===== config.mk =====
export PLATFORM = sky130hd
export DESIGN_NAME = flippy_lane_engine
export DESIGN_NICKNAME = d
export VERILOG_FILES = /design/src/rtl/flippy_pkg.sv /design/src/rtl/flippy_lfsr.sv /design/src/rtl/flippy_lane_engine.sv
export SDC_FILE = /design/constraint.sdc
export NUM_CORES = 1
export LEC_CHECK = 0
export BUFFER_PORTS_ARGS = -buffer_cell sky130_fd_sc_hd__buf_2
export CAP_MARGIN = 10
export CORE_MARGIN = 1.5
export CORE_UTILIZATION = 62
export CTS_CLUSTER_DIAMETER = 30
export DETAILED_ROUTE_END_ITERATION = 16
export HOLD_SLACK_MARGIN = 0.15
export PLACE_DENSITY = 0.8
export REMOVE_ABC_BUFFERS = 1
export SLEW_MARGIN = 10
export SYNTH_ARGS = -nofsm -noshare
export SYNTH_HDL_FRONTEND = slang
export SYNTH_HIERARCHICAL = 1
export SYNTH_SLANG_ARGS = --single-unit

===== constraint.sdc =====
create_clock -name CLOCK_50 -period 10.2 [get_ports CLOCK_50]
set_input_delay 1.02 -clock CLOCK_50 [delete_from_list [all_inputs] [get_ports CLOCK_50]]
set_output_delay 1.02 -clock CLOCK_50 [all_outputs]
set_load 0.05 [all_outputs]

===== src/rtl/flippy_pkg.sv =====
// Shared constants, lane record and LFSR step function for the Flippy Bit lane engine.
package flippy_pkg;

  localparam int ROWS   = 20;
  localparam int DATA_W = 8;
  localparam int YPOS_W = 5;

  // Galois feedback mask for taps 16,14,13,11 (shift right, xor on carry-out)
  localparam logic [15:0] LFSR_TAPS = 16'hB400;
  localparam logic [3:0]  LEVEL_MAX = 4'd15;

  typedef struct packed {
    logic              active;
    logic [YPOS_W-1:0] ypos;
    logic [DATA_W-1:0] letter;
  } lane_t;

  function automatic logic [15:0] lfsr_next(input logic [15:0] s);
    return s[0] ? ((s >> 1) ^ LFSR_TAPS) : (s >> 1);
  endfunction

endpackage


===== src/rtl/flippy_lfsr.sv =====
// 16-bit Galois LFSR that can move zero, one or two positions per clock.
module flippy_lfsr #(
  parameter logic [15:0] SEED  = 16'h00A5,
  parameter int          OUT_W = 8
) (
  input  logic             clk,
  input  logic             rst,
  input  logic [1:0]       advance,
  output logic [OUT_W-1:0] value
);
  import flippy_pkg::*;

  logic [15:0] state;
  logic [15:0] one_step;
  logic [15:0] two_step;

  always_comb begin
    one_step = lfsr_next(state);
    two_step = lfsr_next(one_step);
  end

  always_ff @(posedge clk) begin
    if (rst) begin
      state <= SEED;
    end else begin
      case (advance)
        2'd0:    state <= state;
        2'd1:    state <= one_step;
        default: state <= two_step;
      endcase
    end
  end

  assign value = state[OUT_W-1:0];

endmodule


===== src/rtl/flippy_lane_engine.sv =====
// Falling-byte game engine: spawn, drop timing, fire matching, scoring, levels and game over.
module flippy_lane_engine #(
  parameter int          N_LANES   = 3,
  parameter int          DATA_W    = flippy_pkg::DATA_W,
  parameter int          ROWS      = flippy_pkg::ROWS,
  parameter int          YPOS_W    = flippy_pkg::YPOS_W,
  parameter int          SCORE_W   = 8,
  parameter int unsigned BASE_DIV  = 32'd50_000_000,
  parameter int unsigned DIV_DEC   = 32'd5_000_000,
  parameter int unsigned MIN_DIV   = 32'd10_000_000,
  parameter int          LEVEL_PTS = 8,
  parameter int          SPAWN_GAP = 4,
  parameter logic [7:0]  SEED      = 8'hA5
) (
  input  logic                        CLOCK_50,
  input  logic                        reset_signal,
  input  logic                        run,
  input  logic                        fire,
  input  logic [DATA_W-1:0]           sw,
  output logic [N_LANES*DATA_W-1:0]   letters,
  output logic [N_LANES*YPOS_W-1:0]   ypos,
  output logic [N_LANES-1:0]          active,
  output logic [SCORE_W-1:0]          score,
  output logic [3:0]                  level,
  output logic                        hit,
  output logic                        miss,
  output logic                        game_over
);
  import flippy_pkg::*;

  localparam logic [15:0]       GAP_MAX = 16'(SPAWN_GAP);
  localparam logic [YPOS_W-1:0] Y_TOP   = YPOS_W'(ROWS - 1);

  logic                      live;
  logic                      fire_ok;
  logic                      step;
  logic [31:0]               div_cnt;
  logic [31:0]               div_dec;
  logic [31:0]               cur_div;
  logic [15:0]               gap;
  logic [15:0]               gap_inc;
  logic [15:0]               gap_n;
  logic [N_LANES-1:0]        win_mask;
  logic                      win_found;
  logic [YPOS_W-1:0]         win_y;
  logic                      hit_now;
  logic                      miss_now;
  logic [N_LANES-1:0]        clear_mask;
  logic [SCORE_W-1:0]        score_inc;
  logic                      score_room;
  logic                      level_up;
  logic [N_LANES-1:0]        active_n;
  logic [N_LANES*YPOS_W-1:0] ypos_n;
  logic [N_LANES*DATA_W-1:0] letters_n;
  logic [N_LANES-1:0]        spawn_mask;
  logic                      free_found;
  logic                      over;
  logic [1:0]                lfsr_adv;
  logic [DATA_W-1:0]         lfsr_val;
  logic [DATA_W-1:0]         letter_new;

  flippy_lfsr #(
    .SEED  ({8'h00, SEED}),
    .OUT_W (DATA_W)
  ) u_lfsr (
    .clk     (CLOCK_50),
    .rst     (reset_signal),
    .advance (lfsr_adv),
    .value   (lfsr_val)
  );

  assign live    = run && !game_over;
  assign fire_ok = live && fire;

  // Step period shrinks with level but never below MIN_DIV; the compare avoids underflow
  always_comb begin
    div_dec = 32'(level) * DIV_DEC;
    if (div_dec + MIN_DIV >= BASE_DIV) cur_div = MIN_DIV;
    else                               cur_div = BASE_DIV - div_dec;
  end

  assign step = live && (div_cnt == cur_div - 32'd1);

  // Deepest matching lane wins; strict > keeps the lowest index on a tie
  always_comb begin
    win_mask  = '0;
    win_found = 1'b0;
    win_y     = '0;
    for (int i = 0; i < N_LANES; i++) begin
      if (active[i] && (letters[i*DATA_W +: DATA_W] == sw) &&
          (!win_found || (ypos[i*YPOS_W +: YPOS_W] > win_y))) begin
        win_found   = 1'b1;
        win_y       = ypos[i*YPOS_W +: YPOS_W];
        win_mask    = '0;
        win_mask[i] = 1'b1;
      end
    end
  end

  assign hit_now    = fire_ok && win_found;
  assign miss_now   = fire_ok && !win_found;
  assign clear_mask = hit_now ? win_mask : '0;
  assign score_inc  = score + SCORE_W'(1);
  assign score_room = (score != '1);
  assign level_up   = hit_now && score_room && (level != LEVEL_MAX) &&
                      ((32'(score_inc) % 32'(LEVEL_PTS)) == 32'd0);
  assign gap_inc    = (gap == GAP_MAX) ? gap : gap + 16'd1;
  assign letter_new = (lfsr_val == '0) ? DATA_W'(1) : lfsr_val;

  // Fire resolves first, then the step moves or spawns on the post-fire lane set
  always_comb begin
    active_n   = active & ~clear_mask;
    ypos_n     = ypos;
    letters_n  = letters;
    gap_n      = gap;
    spawn_mask = '0;
    free_found = 1'b0;
    over       = 1'b0;
    for (int i = 0; i < N_LANES; i++) begin
      if (clear_mask[i]) ypos_n[i*YPOS_W +: YPOS_W] = '0;
      if (step && active_n[i] && (ypos[i*YPOS_W +: YPOS_W] == Y_TOP)) over = 1'b1;
    end
    if (step && !over) begin
      for (int i = 0; i < N_LANES; i++) begin
        if (active_n[i]) ypos_n[i*YPOS_W +: YPOS_W] = ypos[i*YPOS_W +: YPOS_W] + YPOS_W'(1);
      end
      gap_n = gap_inc;
      if (gap_inc == GAP_MAX) begin
        for (int i = 0; i < N_LANES; i++) begin
          if (!active_n[i] && !free_found) begin
            free_found    = 1'b1;
            spawn_mask[i] = 1'b1;
          end
        end
      end
      if (free_found) gap_n = '0;
    end
    for (int i = 0; i < N_LANES; i++) begin
      if (spawn_mask[i]) begin
        active_n[i]                   = 1'b1;
        ypos_n[i*YPOS_W +: YPOS_W]    = '0;
        letters_n[i*DATA_W +: DATA_W] = letter_new;
      end
    end
    lfsr_adv = {1'b0, fire_ok} + {1'b0, free_found};
  end

  always_ff @(posedge CLOCK_50) begin
    if (reset_signal) begin
      letters   <= '0;
      ypos      <= '0;
      active    <= '0;
      score     <= '0;
      level     <= '0;
      hit       <= 1'b0;
      miss      <= 1'b0;
      game_over <= 1'b0;
      div_cnt   <= '0;
      gap       <= GAP_MAX;
    end else begin
      letters   <= letters_n;
      ypos      <= ypos_n;
      active    <= active_n;
      hit       <= hit_now;
      miss      <= miss_now;
      game_over <= game_over | over;
      gap       <= gap_n;
      if (hit_now && score_room) score <= score_inc;
      if (level_up) level <= level + 4'd1;
      if (live) div_cnt <= (step || level_up) ? 32'd0 : div_cnt + 32'd1;
    end
  end

endmodule


==> results of run 1 <==
[path summary, 6_finish.rpt]
path / slack (ps) / from / depth (start not counted) / endpoint
worst min-delay path: 500 / score[5]$_SDFFE_PP0P_ / 2 / score[5]$_SDFFE_PP0P_
worst max register to register: 1350 / level[2]$_SDFFE_PP0P_ / 23 / u_lfsr/state[2]$_SDFFE_PP1P_
worst max-delay path: 1350 / level[2]$_SDFFE_PP0P_ / 23 / u_lfsr/state[2]$_SDFFE_PP1P_
worst min register to register: 500 / score[5]$_SDFFE_PP0P_ / 2 / score[5]$_SDFFE_PP0P_
[final cells by class]
class,count,area [um2],share of cell area [%]
clock buffers,17,425,3.86
clock inverters,15,179,1.63
inverters,50,188,1.70
multi-input cells,1039,7130,64.8
flip-flops and latches,121,2420,22.0
well taps,216,270,2.45
repair buffers,75,393,3.57
[per-stage QoR]
step	setup slack (ps)	hold slack (ps)	util [%]
finish	1350	501	69.1
global route	774	530	69.1
CTS	1570	498	69.1
detailed placement	1550	489	65.3
global placement	1720	482	65.3
floorplan	1390	453	-
[cells by family (layout without fill, tap and decap cells)]
| kind of cell | count (synthesis) | in the layout | synth area share [%] |
|---|---|---|---|
| AND/OR/NAND/NOR | 520 | 520 | 26.7 |
| AO/OA/AOI/OAI | 306 | 306 | 21.6 |
| buffers and inverters | 133 | 157 | 6.01 |
| XOR/XNOR | 123 | 123 | 11.3 |
| flip-flops | 121 | 121 | 23.9 |
| adder cells (fa/ha/maj) | 50 | 50 | 6.31 |
| multiplexers | 40 | 40 | 4.15 |
[cell usage after synthesis, drive strengths merged, types with 38 or more instances]
library cell	instances	area (um2)
inv	49	184
a21oi	75	394
dfxtp	121	2420
nand3	70	350
xor2	46	403
buf	38	254
xnor2	73	654
nand2	95	357
o21ai	56	280
ha	48	601
nor2	129	492
clkbuf	45	169
[layer usage]
layer / wire (um) / track usage (%) / up-vias
li1: - / - / 4732
met1: 12200 / 43.0 / 4609
met2: 12600 / 51.7 / 401
met3: 1850 / 6.15 / 60
met4: 660 / 10.7 / 0
met5: 0 / 0 / -
[power groups by stage]
stage | clock network [mW] | logic, mW | registers [mW]
after floorplan | 0 | 0.0254 | 0.493
after global placement | 0 | 0.0391 | 0.494
after detailed placement | 0 | 0.0403 | 0.495
after CTS | 0.623 | 0.0409 | 0.484
after global routing | 0.646 | 0.0451 | 0.485
final | 0.620 | 0.0413 | 0.484
[critical path, delay by kind of cell (launching register included)]
| family | cells | cell delay, ps |
|---|---|---|
| fa+ha+maj | 4 | 2120 |
| flops | 1 | 670 |
| mux | 2 | 550 |
| compound gates | 7 | 2340 |
| simple gates | 8 | 2730 |
| buf+inv | 2 | 320 |
[state kept, by name (all words and copies together) (netlist names), 3 cells and up]
name,flops
active,3
u_lfsr/state,16
gap,16
score,8
level,4
letters,24
div_cnt,32
ypos,15
==> reports/results.ini, run 1 <==
[outcome]
status = completed

[final_layout]
finalInstanceArea_um2 = 11000
drive_gt1_share_pct = 12.3
layout_commonest_cell = nor2_1
instances_no_fill = 1533
area_growth_syn_to_layout_pct = 8.42
final_cell_mix = nor2_1, dfxtp_1, nand2_1
fillers = 1362
antenna_cells = 0
fin_nets = 1366

[pwr]
seq_power_share_pct = 42.3
powerDensity_nw_per_um2 = 104
swShare_pct = 24.5
power_mw = 1.15
p_int_mw = 0.864
p_comb_share_pct = 3.6
ir_drop_mv = 0.126
p_sw_mw = 0.281
power.share.clock_pct = 54.1
leakage_nw = 4.30

[route]
drt-vias-per-instance = 6.39
firstDrtPassIters = 6
drtIter0Drc = 971
vias = 9802
routed_wl_mm = 27.3
route.detailed.drc = 0
routedWlPerCell_um = 17.8
postRouteAntennaNets = 0

[sta]
fin_crit_sh_pct = 86.8
setup-tns-final_ps = 0
worst_slew_pin_slew_ps = 1130
maxSlewViolCount = 0
hold_viol_final = 0
finalSetupViolCount = 0
fmax_mhz = 113
rsz0062_at_grt = no
relSlewSlack_pct = 24.0
final.min_clock_period_ps = 8850
fin_worst_skew_ps = 9.02

[worst_setup_path]
cp-start-kind = flop
cp_common_cell = ha_1
cp.required_ps = 10510
end_kind = flop
path_class = flop to flop
cp_slowest_cell = nor2b_1
worstPathCellList = inv_1, ha_1, fa_1, inv_1, ha_1, o211a_2, a21oi_4, a221oi_1, a21oi_1, and3_1, nor4_1, nor3_1, nor2b_1, a21o_1, a311oi_1, a2111o_1, or2_4, or2_2, nor2_1, ha_1, mux2_2, mux2i_1, nand2_1
arrival_ps = 9160
crit_fanout = 31
cp_slowest_stage_delay_ps = 860

[placed_design]
place_area_um2 = 10400
gp_congestion = 0.963
dp_hpwl_mm = 19.7
place_inst = 1501
io_buffers = 68

[synth]
yosys_register_bits = 121
avgSynthCellArea_um2 = 7.85
ys_types = 103
syn_inst = 1293
ys.flop_type = dfxtp_1
syn-cell-area_um2 = 10200
ys_seq_area_share_pct = 23.9
synth-edff-count = 0
async_flop_share_pct = 0
yosys_warnings = 6

[cts]
cts_made_buffers = 17
path_clk_slew_ps = 70
cts_resized = 0
cts_setup_buffers = 0
hold_buffers = 0
cts_tree = built
htreeDepth = 4
clock_latency_ps = 430
clk_path_buf_depth = 2
cts_root_buf = clkbuf_16
numClockSinks = 121

[global_route]
grt_remaining_overflow = 0
grt_pass1_vias = 8860
grt_max_degree = 52
antenna_found_initial = 0
track_usage_pct = 32.0
grt_pass1_wl_mm = 43.8

[floorplanning]
pin_count = 69
fp-row-count = 46
core_area_um2 = 15900
dieArea_um2 = 17200
fp.dieW_um = 131
initial_core_util_pct = 63.7
fp.dieH_um = 131

[worst_hold_path]
hold_class = flop to flop

[run]
maxCapViolCount = 0

(Power assumes the default switching activity.)
==> run 2: changes to the inputs <==
Settings changed: RECOVER_POWER from default to 50, SLEW_MARGIN 10 to 40.
==> reports/results.ini, run 2 (synthesis results as in run 1) <==
[route]
route.detailed.drc = 0  ; unchanged
vias = 9774  ; was 9802
routedWlPerCell_um = 17.7  ; was 17.8 um
drt-vias-per-instance = 6.37  ; was 6.39
routed_wl_mm = 27.2  ; was 27.3 mm
postRouteAntennaNets = 0  ; unchanged
firstDrtPassIters = 5  ; was 6
drtIter0Drc = 962  ; was 971

[cts]
cts_tree = built  ; unchanged
numClockSinks = 121  ; unchanged
htreeDepth = 4  ; unchanged
hold_buffers = 0  ; unchanged
cts_resized = 0  ; unchanged
cts_setup_buffers = 0  ; unchanged
clock_latency_ps = 420  ; was 430 ps
cts_root_buf = clkbuf_16  ; unchanged
clk_path_buf_depth = 2  ; unchanged
cts_made_buffers = 17  ; unchanged
path_clk_slew_ps = 60  ; was 70 ps

[worst_setup_path]
end_kind = flop  ; unchanged
arrival_ps = 9210  ; was 9160 ps
path_class = flop to flop  ; unchanged
cp-start-kind = flop  ; unchanged
r2r-end = u_lfsr/state[14]$_SDFFE_PP0P_  ; was u_lfsr/state[2]$_SDFFE_PP1P_
cp.required_ps = 10480  ; was 10510 ps
reg2regPathDepth = 23  ; unchanged
cp-endpoint = u_lfsr/state[14]$_SDFFE_PP0P_  ; was u_lfsr/state[2]$_SDFFE_PP1P_
worstPathCellList = inv_1, ha_1, fa_1, inv_1, ha_1, nor2b_1, o21ai_1, xnor2_1, xor2_1, nor3_1, a21boi_0, nand3_1, o31ai_1, a221oi_1, o32a_1, a2111o_1, or2_4, or2_2, nor2_1, ha_2, mux2_2, mux2i_1, nor2_1  ; was inv_1, ha_1, fa_1, inv_1, ha_1, o211a_2, a21oi_4, a221oi_1, a21oi_1, and3_1, nor4_1, nor3_1, nor2b_1, a21o_1, a311oi_1, a2111o_1, or2_4, or2_2, nor2_1, ha_1, mux2_2, mux2i_1, nand2_1
cp_slowest_cell = dfxtp_1  ; was nor2b_1
r2r-start = level[2]$_SDFFE_PP0P_  ; unchanged
r2r_slack_ps = 1260  ; was 1350 ps
cp_slowest_stage_delay_ps = 690  ; was 860 ps
crit_fanout = 31  ; unchanged
cp-startpoint = level[2]$_SDFFE_PP0P_  ; unchanged

[pwr]
p_int_mw = 0.859  ; was 0.864 mW
leakage_nw = 4.02  ; was 4.30 nW
seq_power_share_pct = 43.0  ; was 42.3%
ir_drop_mv = 0.121  ; was 0.126 mV
powerDensity_nw_per_um2 = 103  ; was 104 nW/um2
swShare_pct = 23.7  ; was 24.5%
p_comb_share_pct = 3.7  ; was 3.6%
power_mw = 1.13  ; was 1.15 mW
p_sw_mw = 0.267  ; was 0.281 mW
power.share.clock_pct = 53.3  ; was 54.1%

[outcome]
status = finished with violations  ; was completed
failed_checks = capacitance limit, slew limit

[final_layout]
layout_commonest_cell = nor2_1  ; unchanged
largest_reg_flops = 32  ; unchanged
fin_nets = 1367  ; was 1366
fillers = 1364  ; was 1362
fin_util_pct = 68.5  ; was 69.1%
final_cell_mix = nor2_1, dfxtp_1, nand2_1  ; unchanged
antenna_cells = 0  ; unchanged
area_growth_syn_to_layout_pct = 7.49  ; was 8.42%
largest_register = div_cnt  ; unchanged
drive_gt1_share_pct = 7.74  ; was 12.3%
multi_input_area_um2 = 7120  ; was 7130 um2
regArea_um2 = 2420  ; unchanged
instances_no_fill = 1534  ; was 1533
reg_top3 = div_cnt (32), letters (24)  ; unchanged

[placed_design]
gp_congestion = 0.963  ; unchanged
dp_hpwl_mm = 19.7  ; about the same
place_inst = 1501  ; unchanged
dp_worst_setup_slack_ps = 1890  ; was 1550 ps
io_buffers = 68  ; unchanged

[sta]
fin_crit_sh_pct = 87.6  ; was 86.8%
fin_worst_skew_ps = 9.71  ; was 9.02 ps
hold_viol_final = 0  ; unchanged
fmax_mhz = 112  ; was 113 MHz
setup-tns-final_ps = 0  ; unchanged
final.min_clock_period_ps = 8940  ; was 8850 ps
setup_ws_ps = 1260  ; was 1350 ps
relSlewSlack_pct = -4.06  ; was 24.0%
rsz0062_at_grt = no  ; unchanged
worst_slew_pin_slew_ps = 1550  ; was 1130 ps
finalSetupViolCount = 0  ; unchanged
maxSlewViolCount = 10  ; was 0

[floorplanning]
initial_core_util_pct = 63.7  ; unchanged
fp.dieW_um = 131  ; unchanged
dieArea_um2 = 17200  ; unchanged
fp.dieH_um = 131  ; unchanged
fp-row-count = 46  ; unchanged
pin_count = 69  ; unchanged
core_area_um2 = 15900  ; unchanged

[global_route]
antenna_found_initial = 0  ; unchanged
grt_pass1_vias = 8798  ; was 8860
grt_remaining_overflow = 0  ; unchanged
grt_pass1_wl_mm = 43.5  ; was 43.8 mm
grt_max_degree = 52  ; unchanged
track_usage_pct = 31.7  ; was 32.0%

[worst_hold_path]
hold_class = flop to flop  ; unchanged

[run]
maxCapViolCount = 1  ; was 0

## run 2: cell types whose count changed in the layout (fill, tap and decap cells not counted), moves of 2 or more
| cell | before | now |
|---|---|---|
| clkinvlp_4 | 0 | 5 |
| clkinv_4 | 4 | 1 |
| buf_2 | 68 | 10 |
| inv_6 | 7 | 5 |
| nor4_2 | 4 | 2 |
| clkbuf_1 | 0 | 59 |
## run 2: worst max-delay path: cells and delay by family (launching register included)
kind	cells	cell delay, ps
AO/OA/AOI/OAI	6	2190
XOR/XNOR	2	970
adder cells (fa/ha/maj)	4	1940
buffers and inverters	2	320
flip-flops	1	690
multiplexers	2	560
AND/OR/NAND/NOR	7	2130
## run 2: layout make-up
| type | count | share of cell area (%) |
|---|---|---|
| clock buffers | 17 | 3.90 |
| clock inverters | 15 | 1.52 |
| inverters | 50 | 1.72 |
| multi-input cells | 1039 | 65.2 |
| flip-flops and latches | 121 | 22.2 |
| well taps | 216 | 2.48 |
| repair buffers | 76 | 3.00 |
## run 2: metal layers
| layer | track usage (%) | wire (um) | vias up |
|---|---|---|---|
| li1 | - | - | 4749 |
| met4 | 9.57 | 477 | 0 |
| met1 | 43.3 | 12400 | 4620 |
| met2 | 51.3 | 12600 | 366 |
| met5 | 0 | 0 | - |
| met3 | 5.09 | 1700 | 39 |
## run 2: power groups by stage
stage	Sequential, mW	Combinational, mW	Clock, mW
after floorplan	0.493	0.0254	0
after global placement	0.494	0.0391	0
after detailed placement	0.495	0.0404	0
after CTS	0.484	0.0411	0.606
after global routing	0.485	0.0450	0.627
final	0.484	0.0411	0.600
## run 2: per-stage QoR
| step | cell area (um2) | hold slack (ps) |
|---|---|---|
| CTS | 11000 | 496 |
| global placement | 10400 | 482 |
| finish | 10900 | 500 |
| floorplan | 9730 | 453 |
| detailed placement | 10400 | 485 |
| global route | 10900 | 526 |
## run 2: worst min path at each step
stage	startpoint	to	slack, ps	cells after the start
6_report	score[5]$_SDFFE_PP0P_	score[5]$_SDFFE_PP0P_	500	2
5_1_grt	score[5]$_SDFFE_PP0P_	score[5]$_SDFFE_PP0P_	530	2
4_1_cts	score[5]$_SDFFE_PP0P_	score[5]$_SDFFE_PP0P_	500	2
3_5_place_dp	score[5]$_SDFFE_PP0P_	score[5]$_SDFFE_PP0P_	480	2
3_3_place_gp	score[5]$_SDFFE_PP0P_	score[5]$_SDFFE_PP0P_	480	2
2_1_floorplan	u_lfsr/state[9]$_SDFFE_PP0P_	u_lfsr/state[7]$_SDFFE_PP1P_	450	2
